$ cat src/rtl/csr_regfile_pkg.sv
// Shared CSR address map, mstatus/mie/mip bit positions and decode helpers
// for the machine-mode CSR register file.
package csr_regfile_pkg;

  localparam logic [11:0] CSR_MSTATUS_ADDR  = 12'h300;
  localparam logic [11:0] CSR_MISA_ADDR     = 12'h301;
  localparam logic [11:0] CSR_MIE_ADDR      = 12'h304;
  localparam logic [11:0] CSR_MTVEC_ADDR    = 12'h305;
  localparam logic [11:0] CSR_MSCRATCH_ADDR = 12'h340;
  localparam logic [11:0] CSR_MEPC_ADDR     = 12'h341;
  localparam logic [11:0] CSR_MCAUSE_ADDR   = 12'h342;
  localparam logic [11:0] CSR_MTVAL_ADDR    = 12'h343;
  localparam logic [11:0] CSR_MIP_ADDR      = 12'h344;
  localparam logic [11:0] CSR_MCYCLE_ADDR   = 12'hB00;
  localparam logic [11:0] CSR_MINSTRET_ADDR = 12'hB02;
  localparam logic [11:0] CSR_MCYCLEH_ADDR  = 12'hB80;
  localparam logic [11:0] CSR_MINSTRETH_ADDR= 12'hB82;
  localparam logic [11:0] CSR_MHARTID_ADDR  = 12'hF14;

  localparam int MSTATUS_MIE_BIT  = 3;
  localparam int MSTATUS_MPIE_BIT = 7;
  localparam int MSTATUS_MPP_LO   = 11;

  localparam int MIP_MSIP_BIT = 3;
  localparam int MIP_MTIP_BIT = 7;
  localparam int MIP_MEIP_BIT = 11;

  localparam logic [31:0] MIE_WMASK = 32'h0000_0888;

  function automatic logic csr_mapped(input logic [11:0] addr);
    case (addr)
      CSR_MSTATUS_ADDR, CSR_MISA_ADDR, CSR_MIE_ADDR, CSR_MTVEC_ADDR,
      CSR_MSCRATCH_ADDR, CSR_MEPC_ADDR, CSR_MCAUSE_ADDR, CSR_MTVAL_ADDR,
      CSR_MIP_ADDR, CSR_MCYCLE_ADDR, CSR_MINSTRET_ADDR, CSR_MCYCLEH_ADDR,
      CSR_MINSTRETH_ADDR, CSR_MHARTID_ADDR: csr_mapped = 1'b1;
      default:                              csr_mapped = 1'b0;
    endcase
  endfunction

  // Address bits [11:10]==2'b11 encode the architecturally read-only space.
  function automatic logic csr_writable(input logic [11:0] addr);
    csr_writable = csr_mapped(addr) && (addr[11:10] != 2'b11);
  endfunction

  function automatic logic [31:0] align4(input logic [31:0] v);
    align4 = {v[31:2], 2'b00};
  endfunction

endpackage

$ cat src/rtl/csr_regfile_counter64.sv
// 64-bit free-running counter with independently loadable halves; a load
// takes precedence over the increment for that cycle.
module csr_counter64 (
  input  logic        clk,
  input  logic        rst_n,
  input  logic        inc,
  input  logic        wr_lo,
  input  logic        wr_hi,
  input  logic [31:0] wdata,
  output logic [63:0] cnt
);

  always_ff @(posedge clk or negedge rst_n) begin
    if (!rst_n) begin
      cnt <= 64'd0;
    end else if (wr_lo || wr_hi) begin
      if (wr_lo) cnt[31:0]  <= wdata;
      if (wr_hi) cnt[63:32] <= wdata;
    end else if (inc) begin
      cnt <= cnt + 64'd1;
    end
  end

endmodule

$ cat src/rtl/csr_regfile.sv
// RV32 machine-mode CSR register file: combinational read port, writeback
// commit port, trap/mret state, cycle/instret counters and irq generation.
module csr_regfile
  import csr_regfile_pkg::*;
#(
  parameter logic [31:0] HART_ID   = 32'd0,
  parameter logic [31:0] MISA_VAL  = 32'h4000_0100,
  parameter logic [31:0] MTVEC_RST = 32'h0000_0000
) (
  input  logic        clk,
  input  logic        rst_n,
  input  logic [11:0] csr_rd_addr,
  output logic [31:0] csr_rdata,
  output logic        csr_rd_illegal,
  input  logic        csr_wr_en,
  input  logic [11:0] csr_wr_addr,
  input  logic [31:0] csr_wdata,
  output logic        csr_wr_illegal,
  input  logic        trap_valid,
  input  logic [31:0] trap_cause,
  input  logic [31:0] trap_pc,
  input  logic [31:0] trap_tval,
  input  logic        mret_valid,
  input  logic        instret_pulse,
  input  logic        irq_ext,
  input  logic        irq_timer,
  input  logic        irq_sw,
  output logic [31:0] mtvec_o,
  output logic [31:0] mepc_o,
  output logic        irq_take
);

  logic        mstatus_mie;
  logic        mstatus_mpie;
  logic [31:0] mie;
  logic [31:0] mtvec;
  logic [31:0] mscratch;
  logic [31:0] mepc;
  logic [31:0] mcause;
  logic [31:0] mtval;
  logic [31:0] mip;
  logic [31:0] mstatus;
  logic [63:0] mcycle;
  logic [63:0] minstret;
  logic        wr_ok;

  always_comb begin
    mip = 32'd0;
    mip[MIP_MSIP_BIT] = irq_sw;
    mip[MIP_MTIP_BIT] = irq_timer;
    mip[MIP_MEIP_BIT] = irq_ext;
  end

  always_comb begin
    mstatus = 32'd0;
    mstatus[MSTATUS_MIE_BIT]                    = mstatus_mie;
    mstatus[MSTATUS_MPIE_BIT]                   = mstatus_mpie;
    mstatus[MSTATUS_MPP_LO+1:MSTATUS_MPP_LO]    = 2'b11;
  end

  assign csr_wr_illegal = csr_wr_en && !csr_writable(csr_wr_addr);
  // A trap in the same cycle discards the whole pending write.
  assign wr_ok = csr_wr_en && csr_writable(csr_wr_addr) && !trap_valid;

  always_comb begin
    csr_rdata      = 32'd0;
    csr_rd_illegal = 1'b0;
    case (csr_rd_addr)
      CSR_MSTATUS_ADDR:   csr_rdata = mstatus;
      CSR_MISA_ADDR:      csr_rdata = MISA_VAL;
      CSR_MIE_ADDR:       csr_rdata = mie;
      CSR_MTVEC_ADDR:     csr_rdata = mtvec;
      CSR_MSCRATCH_ADDR:  csr_rdata = mscratch;
      CSR_MEPC_ADDR:      csr_rdata = mepc;
      CSR_MCAUSE_ADDR:    csr_rdata = mcause;
      CSR_MTVAL_ADDR:     csr_rdata = mtval;
      CSR_MIP_ADDR:       csr_rdata = mip;
      CSR_MCYCLE_ADDR:    csr_rdata = mcycle[31:0];
      CSR_MCYCLEH_ADDR:   csr_rdata = mcycle[63:32];
      CSR_MINSTRET_ADDR:  csr_rdata = minstret[31:0];
      CSR_MINSTRETH_ADDR: csr_rdata = minstret[63:32];
      CSR_MHARTID_ADDR:   csr_rdata = HART_ID;
      default:            csr_rd_illegal = 1'b1;
    endcase
  end

  // Priority: trap > mret > software write for mstatus.
  always_ff @(posedge clk or negedge rst_n) begin
    if (!rst_n) begin
      mstatus_mie  <= 1'b0;
      mstatus_mpie <= 1'b0;
    end else if (trap_valid) begin
      mstatus_mpie <= mstatus_mie;
      mstatus_mie  <= 1'b0;
    end else if (mret_valid) begin
      mstatus_mie  <= mstatus_mpie;
      mstatus_mpie <= 1'b1;
    end else if (wr_ok && csr_wr_addr == CSR_MSTATUS_ADDR) begin
      mstatus_mie  <= csr_wdata[MSTATUS_MIE_BIT];
      mstatus_mpie <= csr_wdata[MSTATUS_MPIE_BIT];
    end
  end

  always_ff @(posedge clk or negedge rst_n) begin
    if (!rst_n) begin
      mie      <= 32'd0;
      mtvec    <= MTVEC_RST;
      mscratch <= 32'd0;
      mepc     <= 32'd0;
      mcause   <= 32'd0;
      mtval    <= 32'd0;
    end else if (trap_valid) begin
      mepc   <= align4(trap_pc);
      mcause <= trap_cause;
      mtval  <= trap_tval;
    end else if (wr_ok) begin
      case (csr_wr_addr)
        CSR_MIE_ADDR:      mie      <= csr_wdata & MIE_WMASK;
        CSR_MTVEC_ADDR:    mtvec    <= align4(csr_wdata);
        CSR_MSCRATCH_ADDR: mscratch <= csr_wdata;
        CSR_MEPC_ADDR:     mepc     <= align4(csr_wdata);
        CSR_MCAUSE_ADDR:   mcause   <= csr_wdata;
        CSR_MTVAL_ADDR:    mtval    <= csr_wdata;
        default:           ;
      endcase
    end
  end

  always_ff @(posedge clk or negedge rst_n) begin
    if (!rst_n) irq_take <= 1'b0;
    else        irq_take <= mstatus_mie && |(mip & mie);
  end

  csr_counter64 u_mcycle (
    .clk   (clk),
    .rst_n (rst_n),
    .inc   (1'b1),
    .wr_lo (wr_ok && csr_wr_addr == CSR_MCYCLE_ADDR),
    .wr_hi (wr_ok && csr_wr_addr == CSR_MCYCLEH_ADDR),
    .wdata (csr_wdata),
    .cnt   (mcycle)
  );

  csr_counter64 u_minstret (
    .clk   (clk),
    .rst_n (rst_n),
    .inc   (instret_pulse),
    .wr_lo (wr_ok && csr_wr_addr == CSR_MINSTRET_ADDR),
    .wr_hi (wr_ok && csr_wr_addr == CSR_MINSTRETH_ADDR),
    .wdata (csr_wdata),
    .cnt   (minstret)
  );

  assign mtvec_o = mtvec;
  assign mepc_o  = mepc;

endmodule

$ cat config.mk
export PLATFORM = sky130hd
export DESIGN_NAME = csr_regfile
export DESIGN_NICKNAME = d
export VERILOG_FILES = /design/src/rtl/csr_regfile_pkg.sv /design/src/rtl/csr_regfile_counter64.sv /design/src/rtl/csr_regfile.sv
export SDC_FILE = /design/constraint.sdc
export NUM_CORES = 1
export LEC_CHECK = 0
export BUFFER_PORTS_ARGS = -buffer_cell sky130_fd_sc_hd__buf_2
export CAP_MARGIN = 30
export CORE_MARGIN = 4
export CORE_UTILIZATION = 47
export CTS_CLUSTER_SIZE = 30
export DETAILED_ROUTE_END_ITERATION = 7
export GPL_ROUTABILITY_DRIVEN = 0
export HOLD_SLACK_MARGIN = 0.06
export PLACE_DENSITY = 0.69
export SLEW_MARGIN = 10
export SYNTH_ARGS = -nofsm -noshare
export SYNTH_HDL_FRONTEND = slang
export SYNTH_HIERARCHICAL = 1
export SYNTH_SLANG_ARGS = --single-unit
$ cat constraint.sdc
create_clock -name clk -period 3.3 [get_ports clk]
set_input_delay 0.33 -clock clk [delete_from_list [all_inputs] [get_ports clk]]
set_output_delay 0.33 -clock clk [all_outputs]
set_load 0.03 [all_outputs]
==> Word level (Yosys, flattened, before mapping) <==
Index checks and enable logic that the tools add are counted.
{ "classes": {"add_sub_neg": 2, "n_eq_ne": 33, "n_mux": 25, "bitwise": 2, "reduce_logical": 31} }
{ "op_table": {"columns": ["cell", "n"], "rows": [
  ["32-bit 2-to-1 mux", 13],
  ["32-bit one-hot mux with 13 select lines", 1],
  ["12-bit by 10-bit == test with 1-bit output, second input constant", 18],
  ["64-bit 2-to-1 mux", 3],
  ["64-bit by 1-bit adder with 64-bit output, second input constant", 2],
  ["12-bit == test, second input constant", 10],
  ["32-bit OR reduction", 1],
  ["14-bit OR reduction", 2],
  ["12-bit AND", 1],
  ["1-bit logical AND", 10],
  ["2-bit AND reduction", 5],
  ["2-bit nonzero test", 5],
  ["3-bit AND reduction", 3],
  ["1-bit 2-to-1 mux", 8],
  ["2-bit by 1-bit inequality test with 1-bit output, second input constant", 4],
  ["3-bit nonzero test", 1],
  ["1-bit zero test", 2],
  ["1-bit logical OR", 2],
  ["2-bit inequality test, second input constant", 1],
  ["1-bit NOT", 1]
]} }
{ "word_totals": {"wordCells": 106, "reg_bits": 292, "in_bits": 161} }

==> Depth between registers and ports, before layout <==
Gate-level depths: netlist of the first run.
{ "logic_depth": {"word_depth": 10, "mapped_depth": 13, "ltp_nobuf": 11} }

==> Hierarchy <==
The synthesis of the first run kept the hierarchy.
{ "by_module_without_submodules": {"columns": ["module", "seq_area_each_um2", "instances", "cells_per_inst", "area_each_um2"], "rows": [
  ["csr_regfile", 4053.9, 1, 908, 9470.3],
  ["csr_counter64 at u_minstret", 1601.5, 1, 530, 4254.1],
  ["csr_counter64 at u_mcycle", 1601.5, 1, 511, 4117.7]
]} }

==> Worst setup path before layout of the first run <==
Ideal clock, no wire load.
{ "synth_path": {"path_kind": "input-to-reg", "from": "input csr_wr_addr[5]", "to": "register u_minstret.cnt[8]", "t_required_ns": 3.217, "slack_ns": 0.410, "arrival_ns": 2.807, "path_stages": 12, "setup_ns": 0.083, "path_cell_list": "or3_1 -> or4_1 -> inv_1 -> nand2_1 -> nor2_1 -> clkbuf_1 -> nor2b_1 -> clkbuf_1 -> nor2_1 -> clkbuf_1 -> o21ai_0 -> o21ai_0"} }
{ "synth_between": {"elab_chain_len": 10, "word_cells_on_any_way": 26, "classes_between": "eq/ne (15); mux (2); reduce/logical (9)"} }
{ "synth_lines": {"columns": ["element", "line_no", "text"], "rows": [
  ["from (decl)", "csr_regfile.sv:16", "input logic [11:0] csr_wr_addr,"],
  ["12-bit by 10-bit == test with 1-bit output, or another cell as far along", "csr_regfile_pkg.sv:31", "case (addr)"],
  ["14-bit OR reduction", "csr_regfile_pkg.sv:31", null],
  ["1-bit 2-to-1 mux", "csr_regfile_pkg.sv:31", null],
  ["1-bit logical AND", "csr_regfile_pkg.sv:42", "csr_writable = csr_mapped(addr) && (addr[11:10] != 2'b11);"],
  ["1-bit logical AND (2 in series)", "csr_regfile.sv:63", "assign wr_ok = csr_wr_en && csr_writable(csr_wr_addr) && !trap_valid;"],
  ["1-bit logical AND (on tied branches)", "csr_regfile.sv:148, csr_regfile.sv:149", null],
  ["1-bit logical OR", "csr_regfile_counter64.sv:16", "end else if (wr_lo || wr_hi) begin"],
  ["2-bit by 1-bit inequality test with 1-bit output (no line) / 2-bit nonzero test (equally long branches)", null, null],
  ["2-bit AND reduction (no line)", null, null],
  ["to (signal assigned)", "csr_regfile_counter64.sv:17", "if (wr_lo) cnt[31:0] <= wdata;"],
  ["to (signal assigned)", "csr_regfile_counter64.sv:20", "cnt <= cnt + 64'd1;"],
  ["to (decl)", "csr_regfile_counter64.sv:10", "output logic [63:0] cnt"]
]} }
Parallel ways exist; a longest one is shown, timed or not.
A chain may end at the register's enable or synchronous reset.

==> Final worst setup path of the first run <==
{ "layout_path": {"from": "input csr_rd_addr[2]", "to": "output csr_rdata[16]"} }
{ "layout_between": {"elab_chain_len": 2, "word_cells_on_any_way": 14, "classes_between": "eq/ne (13); mux (1)"} }
{ "layout_lines": {"columns": ["element", "line_no", "text"], "rows": [
  ["from (decl)", "csr_regfile.sv:12", "input logic [11:0] csr_rd_addr,"],
  ["12-bit == test / 12-bit by 10-bit == test with 1-bit output (equally long branches)", "csr_regfile.sv:68", "case (csr_rd_addr)"],
  ["32-bit one-hot mux with 13 select lines *", "csr_regfile.sv:68", null],
  ["to (decl)", "csr_regfile.sv:13", "output logic [31:0] csr_rdata,"]
]} }
Every way passes the cells marked *; elsewhere a longest branch is shown, timed or not.

==> out/results.ini, run 1 <==
[status]
status=finished with violations
violations=DRC

[synthesis]
synthArstFlopShare_pct=100
yosysUniqueCellTypes=84
avgSynthCellArea_um2=9.15
yosysTopAreaCell=dfrtp_1
synth-edff-count=0
synth.ff_latch_count=290
syn_inst=1949
synthTopCellsByCount=dfrtp_1, nand2_1, nor2_1
yosysWarnings=6
synth_top_area_share_pct=40.7
synthTopCellsByArea=dfrtp_1, a221o_1, mux2_2
ys_seq_area_share_pct=40.7
synth.most_common_cell=dfrtp_1
synth-main-ff-cell=dfrtp_1
mappedNetlistArea_um2=17800

[clock_network]
clkTransAtPathRegs_ns=0.06
clock-sinks=290
clk_path_buf_depth=3
clockRootBuffer=clkbuf_16
cts_resized=0
insertion_delay_ns=0.55
cts_buffers=36
cts_tree=yes
post_cts_buffers=0
cts_max_level=2

[timing]
fin_crit_ns=3.19
setup_viol=0
setup_tns_ns=0
skew_ns=0.0222
slew_viol_final=0
maxSlewHeadroom_pct=34.4
worst_pin_slew_ns=0.984
rsz0062_at_grt=no
fin_crit_sh_pct=96.6
finalHoldViolCount=0
max_freq_ghz=0.314

[setup_path]
crit_path_max_fanout=29
critical_path.top_delay_family=simple AND/OR/NAND/NOR gates
r2r_cells=7
critPathKind=input port to output pin
critPathMaxStageDelay_ns=0.76
cp-start-kind=input port
required_ns=2.97
crit_top_cell=buf_2
cp_slowest_cell=or4_1
rrSetupSlack_ns=0.30
crit_path_end_kind=output pin
reg2reg_from=u_minstret/cnt[1]
critical_path_buf_inv_count=4
cp_cell_sequence=buf_2, or4_1, buf_4, nor3b_2, buf_12, a22oi_1, nand2_1, a211o_1, buf_2
r2r-end=u_minstret/cnt[42]
crit_arrival_ns=2.86

[place]
dp_hpwl_mm=56.3
place_area_um2=20000
portBuffers=253

[detailed_routing]
wl_per_cell_um=28.3
drc=2
drt_iter0_drc=3179
first_pass_iters=8
wl_mm=79.6
dr_total_vias=19500
ant_nets=0
via_per_inst=6.94

[global_route]
grt_pass1_wl_mm=117
antenna_found_initial=6
grt.overflow.total=0
grt_pass1_vias=18300
grt_max_degree=227
grt_usage_pct=37.2

[flow_run]
maxCapViolations=0

[floorplanning]
top_level_ports=260
die_area_um2=41100
floorplan.initialDensity_pct=47.5
chipWidth_um=203
die-height_um=203
num_rows=71
coreArea_um2=37600

[layout]
final_nets=2435
fillers=3243
drive_gt1_share_pct=22.6
area_delta_synth_final_pct=24.2
fin_area_um2=22200

[worst_hold_path]
hp-start=trap_tval[19]
min_to=mtval[19]
whs_path_depth=2
worstHoldPathType=input port to flip-flop

[power_and_ir_drop]
p_per_area_nw_per_um2=438
leakage_nw=9.27
peakVddDrop_mv=0.306

[through the flow]
step / worst slack (ns) / total power [mW] / hold WS (ns) / util, % / cells
floorplan: 0.410 / 4.81 / 0.0344 / - / 1959
global placement: 0.199 / 5.47 / 0.481 / 53.3 / 2656
detailed placement: 0.129 / 5.52 / 0.486 / 53.3 / 2656
CTS: 0.178 / 9.64 / 0.0629 / 58.9 / 2808
global route: 0.0753 / 9.98 / 0.0621 / 58.9 / 2810
finish: 0.112 / 9.71 / 0.0588 / 59.0 / 2813
[cells by family after synthesis]
logic type | count (synthesis) | synth area share [%]
compound gates | 478 | 19.3
xor+xnor | 49 | 2.41
fa+ha+maj | 2 | 0.140
buf+inv | 162 | 3.67
flops | 290 | 40.7
mux | 109 | 6.82
other cells | 2 | 0.0421
simple gates | 857 | 26.9
[timing repair]
action	CTS	global route
hold buffers	88	0
endpoints found under the setup margin	0	0
hold endpoints to repair	193	0
[worst register-to-register path, cell delays in order (launching register included)]
cell	delay, ns
dfrtp_1	0.53
ha_1	0.33
and4_1	0.36
nand4_1	0.27
buf_4	0.25
nor4_1	0.79
nand3_1	0.18
a22oi_1	0.22
[report_power, final]
group	switching, mW	internal [mW]	leakage [nW]
sequential	0.433	3.79	3.75
clock	1.63	2.45	0.597
combinational	0.827	0.577	4.93
total	2.89	6.82	9.27
[worst max-delay path by stage]
stage / from / to / cells past startpoint
after floorplan: csr_wr_addr[5] / u_minstret/cnt[8] / 12
after global placement: csr_rd_addr[2] / csr_rdata[23] / 8
after detailed placement: csr_wr_addr[5] / u_minstret/cnt[54] / 9
after CTS: csr_rd_addr[2] / csr_rdata[23] / 8
after global routing: csr_rd_addr[2] / csr_rdata[23] / 8
final: csr_rd_addr[2] / csr_rdata[16] / 9
[state kept, by name, summed over array words and instances, names as in the netlist]
register and flops:
irq_take 1, mcause 32, mepc_o 30, mie 3, mscratch 32, mstatus_mie 1, mstatus_mpie 1, mtval 32
mtvec_o 30, u_mcycle/cnt 64, u_minstret/cnt 64
[layout make-up]
| cell class | count | area [um2] | area share [%] |
|---|---|---|---|
| Multi-Input combinational cell | 1507 | 10000 | 45.3 |
| Sequential cell | 290 | 7260 | 32.8 |
| Timing Repair Buffer | 421 | 2920 | 13.2 |
| Clock buffer | 57 | 1100 | 4.96 |
| Tap cell | 511 | 639 | 2.89 |
| Clock inverter | 7 | 119 | 0.536 |
| Inverter | 16 | 60.1 | 0.271 |
| Antenna cell | 4 | 10.0 | 0.0452 |
[routing by layer]
layer  vias to the layer above  track usage, %  wire (um)
li1                       8118               -          -
met1                      9449            49.1      29100
met2                      1602            54.2      33600
met3                       346            11.2      10900
met4                         2            22.1       5970
met5                         -               0         14
[cell usage in the layout, fill, tap and decap left out, drive strengths merged, types with 88 or more instances in the layout]
| master | Yosys | final |
|---|---|---|
| o21ai | 88 | 88 |
| nor3b | 99 | 99 |
| dfrtp | 290 | 290 |
| buf | 30 | 332 |
| nand2 | 170 | 170 |
| dlygate4sd3 | 0 | 88 |
| nor2 | 131 | 131 |
| a221o | 98 | 98 |
| nand3 | 98 | 98 |
| a21oi | 91 | 91 |
No activity file was read; power rests on OpenSTA's default activity.
==> run 2, diff against run 1 <==
CORE_ASPECT_RATIO = 1.5   (was default)
PLACE_DENSITY = 0.71   (was 0.69)
clock period = 2.7 ns   (was 3.3 ns; I/O delays follow)
==> out/results.ini, run 2 (synthesis results as in run 1) <==
[timing]
skew_ns=0.00849  ; -0.0137 ns
fin_crit_ns=2.68
slew_viol_final=0  ; unchanged
setup_viol=0  ; unchanged
fin_crit_sh_pct=99.4
worst_pin_slew_ns=1.02  ; +0.0392 ns
rsz0062_at_grt=yes
max_freq_ghz=0.372
finalHoldViolCount=0  ; unchanged
setup_slack_ns=0.0150  ; -0.0973 ns
maxSlewHeadroom_pct=31.8  ; -2.6 points

[clock_network]
cts_tree=yes
post_cts_buffers=0  ; unchanged
clkTransAtPathRegs_ns=0.07  ; about the same
clock-sinks=290  ; unchanged
insertion_delay_ns=0.60  ; +0.05 ns
clockRootBuffer=clkbuf_16
cts_buffers=30  ; -17%
cts_max_level=1  ; -1
clk_path_buf_depth=3  ; unchanged

[detailed_routing]
drc=1  ; -1
ant_nets=0  ; unchanged
via_per_inst=6.89  ; -0.76%
dr_total_vias=20000  ; +2.4%
first_pass_iters=8  ; unchanged
wl_mm=78.9  ; -0.79%
wl_per_cell_um=27.2  ; -3.8%
drt_iter0_drc=2720  ; -14%

[power_and_ir_drop]
peakVddDrop_mv=0.502  ; +64%
combPwrFrac_pct=17.1  ; +2.6 points
seqPwrFrac_pct=42.4  ; -1.1 points
intPower_mw=8.29  ; +21%
p_per_area_nw_per_um2=505  ; +15%
p_sw_share_pct=29.1  ; -0.67 points
clockPowerShare_pct=40.5  ; -1.5 points
switchingPower_mw=3.40  ; +18%
leakage_nw=9.87  ; +6.4%

[layout]
area_delta_synth_final_pct=29.6
utilization_pct=61.6  ; +2.6 points
seq_area_um2=7260  ; unchanged
fillers=3033  ; -6.5%
final_cell_mix=dfrtp_1, buf_2, nand2_1, buf_4, nor2_1
multi_input_area_um2=10100  ; +0.64%
drive_gt1_share_pct=26.3  ; +3.7 points
fin_cells=2902  ; +3.2%
layout_commonest_cell=dfrtp_1
top_regs=u_mcycle/cnt (64), u_minstret/cnt (64)
final_nets=2550  ; +4.7%

[setup_path]
r2r_cells=6  ; -1
cp-start-kind=flip-flop
crit_path_end_kind=flip-flop
critical_path.top_delay_family=simple AND/OR/NAND/NOR gates
critPathMaxStageDelay_ns=0.87  ; +0.11 ns
critPathKind=flip-flop to flip-flop
crit_arrival_ns=3.15  ; +0.29 ns
cp_slowest_cell=nor4b_2
cp_cell_sequence=ha_1, and4_1, nand4_1, nor4b_2, mux2i_1, o311ai_0
crit_path_max_fanout=6  ; -79%
worstSetupPathDepth=6  ; -3
critical_path_buf_inv_count=0  ; -4
required_ns=3.16  ; +0.19 ns

[place]
portBuffers=253  ; unchanged
dp_hpwl_mm=56.7  ; +0.61%
place_ws_ns=-0.202  ; -0.331 ns
place_inst=2740  ; +3.2%

[worst_hold_path]
worstHoldPathType=input port to flip-flop
whs_path_depth=3  ; +1

[global_route]
grt_usage_pct=36.8  ; -0.44 points
grt_pass1_vias=19400  ; +6.1%
grt_pass1_wl_mm=118  ; +0.18%
antenna_found_initial=2  ; -4
grt_max_degree=227  ; unchanged
grt.overflow.total=0  ; unchanged

[floorplanning]
top_level_ports=260  ; unchanged
die_area_um2=41200  ; +0.15%
die-height_um=247  ; +22%
chipWidth_um=167  ; -18%
coreArea_um2=37600  ; about the same
floorplan.initialDensity_pct=47.5  ; about the same
num_rows=87  ; +23%

[flow_run]
maxCapViolations=0  ; unchanged

[status]
status=finished with violations
violations=DRC

run 2: cell types whose count changed in the layout (fill, tap and decap cells not counted), sizes merged:
cell,change
clkbuf,-19
buf,+106
clkinvlp,+4
diode,-2
inv,+2
dlygate4sd3,+16
bufinv,+4
run 2: worst paths after layout:
| path | start | endpoint | slack [ns] |
|---|---|---|---|
| setup / recovery | u_minstret/cnt[1] | u_minstret/cnt[48] | 0.02 |
| hold / removal | csr_wdata[1] | u_mcycle/cnt[33] | 0.07 |
| setup reg to reg | u_minstret/cnt[1] | u_minstret/cnt[48] | 0.02 |
| hold reg to reg | mscratch[21] | mscratch[21] | 0.51 |
| max in group asynchronous | rst_n | u_mcycle/cnt[27] | 1.63 |
| min in group asynchronous | rst_n | mtval[2] | 0.22 |
run 2: per-stage QoR:
step / hold slack (ns) / total power, mW / area (um2) / setup TNS, ns
final: 0.0685 / 11.7 / 23100 / 0
after global routing: 0.0689 / 12.0 / 23100 / -0.0913
after CTS: 0.0637 / 11.6 / 23100 / 0
after detailed placement: 0.273 / 6.81 / 20900 / -5.35
after global placement: 0.273 / 6.74 / 20900 / -4.17
after floorplan: -0.0256 / 5.87 / 17900 / -0.00851
run 2: metal layers:
layer	share of wire (%)	track usage (%)	vias to the layer above	routed length, um
met5	0.022	0	-	17
met4	8.5	23.1	2	6740
met3	12	8.23	491	9260
met2	46	61.3	1620	36600
met1	33	42.9	9517	26300
li1	-	-	8352	-
run 2: layout make-up:
class	count	area share, %
Sequential cell	290	31.4
Clock inverter	17	1.09
Multi-Input combinational cell	1507	43.7
Inverter	16	0.260
Tap cell	489	2.65
Antenna cell	2	0.0217
Timing Repair Buffer	542	17.1
Clock buffer	39	3.70
run 2: tightest hold or removal path: stages:
cell	delay (ns)
buf_2	0.19
nor2_1	0.12
a21oi_1	0.04
run 2: what timing repair did:
action | in CTS | in global routing
hold endpoints to repair | 171 | 0
cloned | 0 | 0
gates resized for setup | 5 | 5
hold buffers | 104 | 0
pin swaps | 0 | 1
setup endpoints to repair | 6 | 11
run 2: power groups by stage:
stage / Combinational (mW) / Clock, mW / Sequential, mW
after floorplan: 0.832 / 0 / 5.04
after global placement: 1.74 / 0 / 5.00
after detailed placement: 1.79 / 0 / 5.02
after CTS: 1.92 / 4.71 / 4.94
after global routing: 2.11 / 4.89 / 4.99
final: 2.00 / 4.73 / 4.96
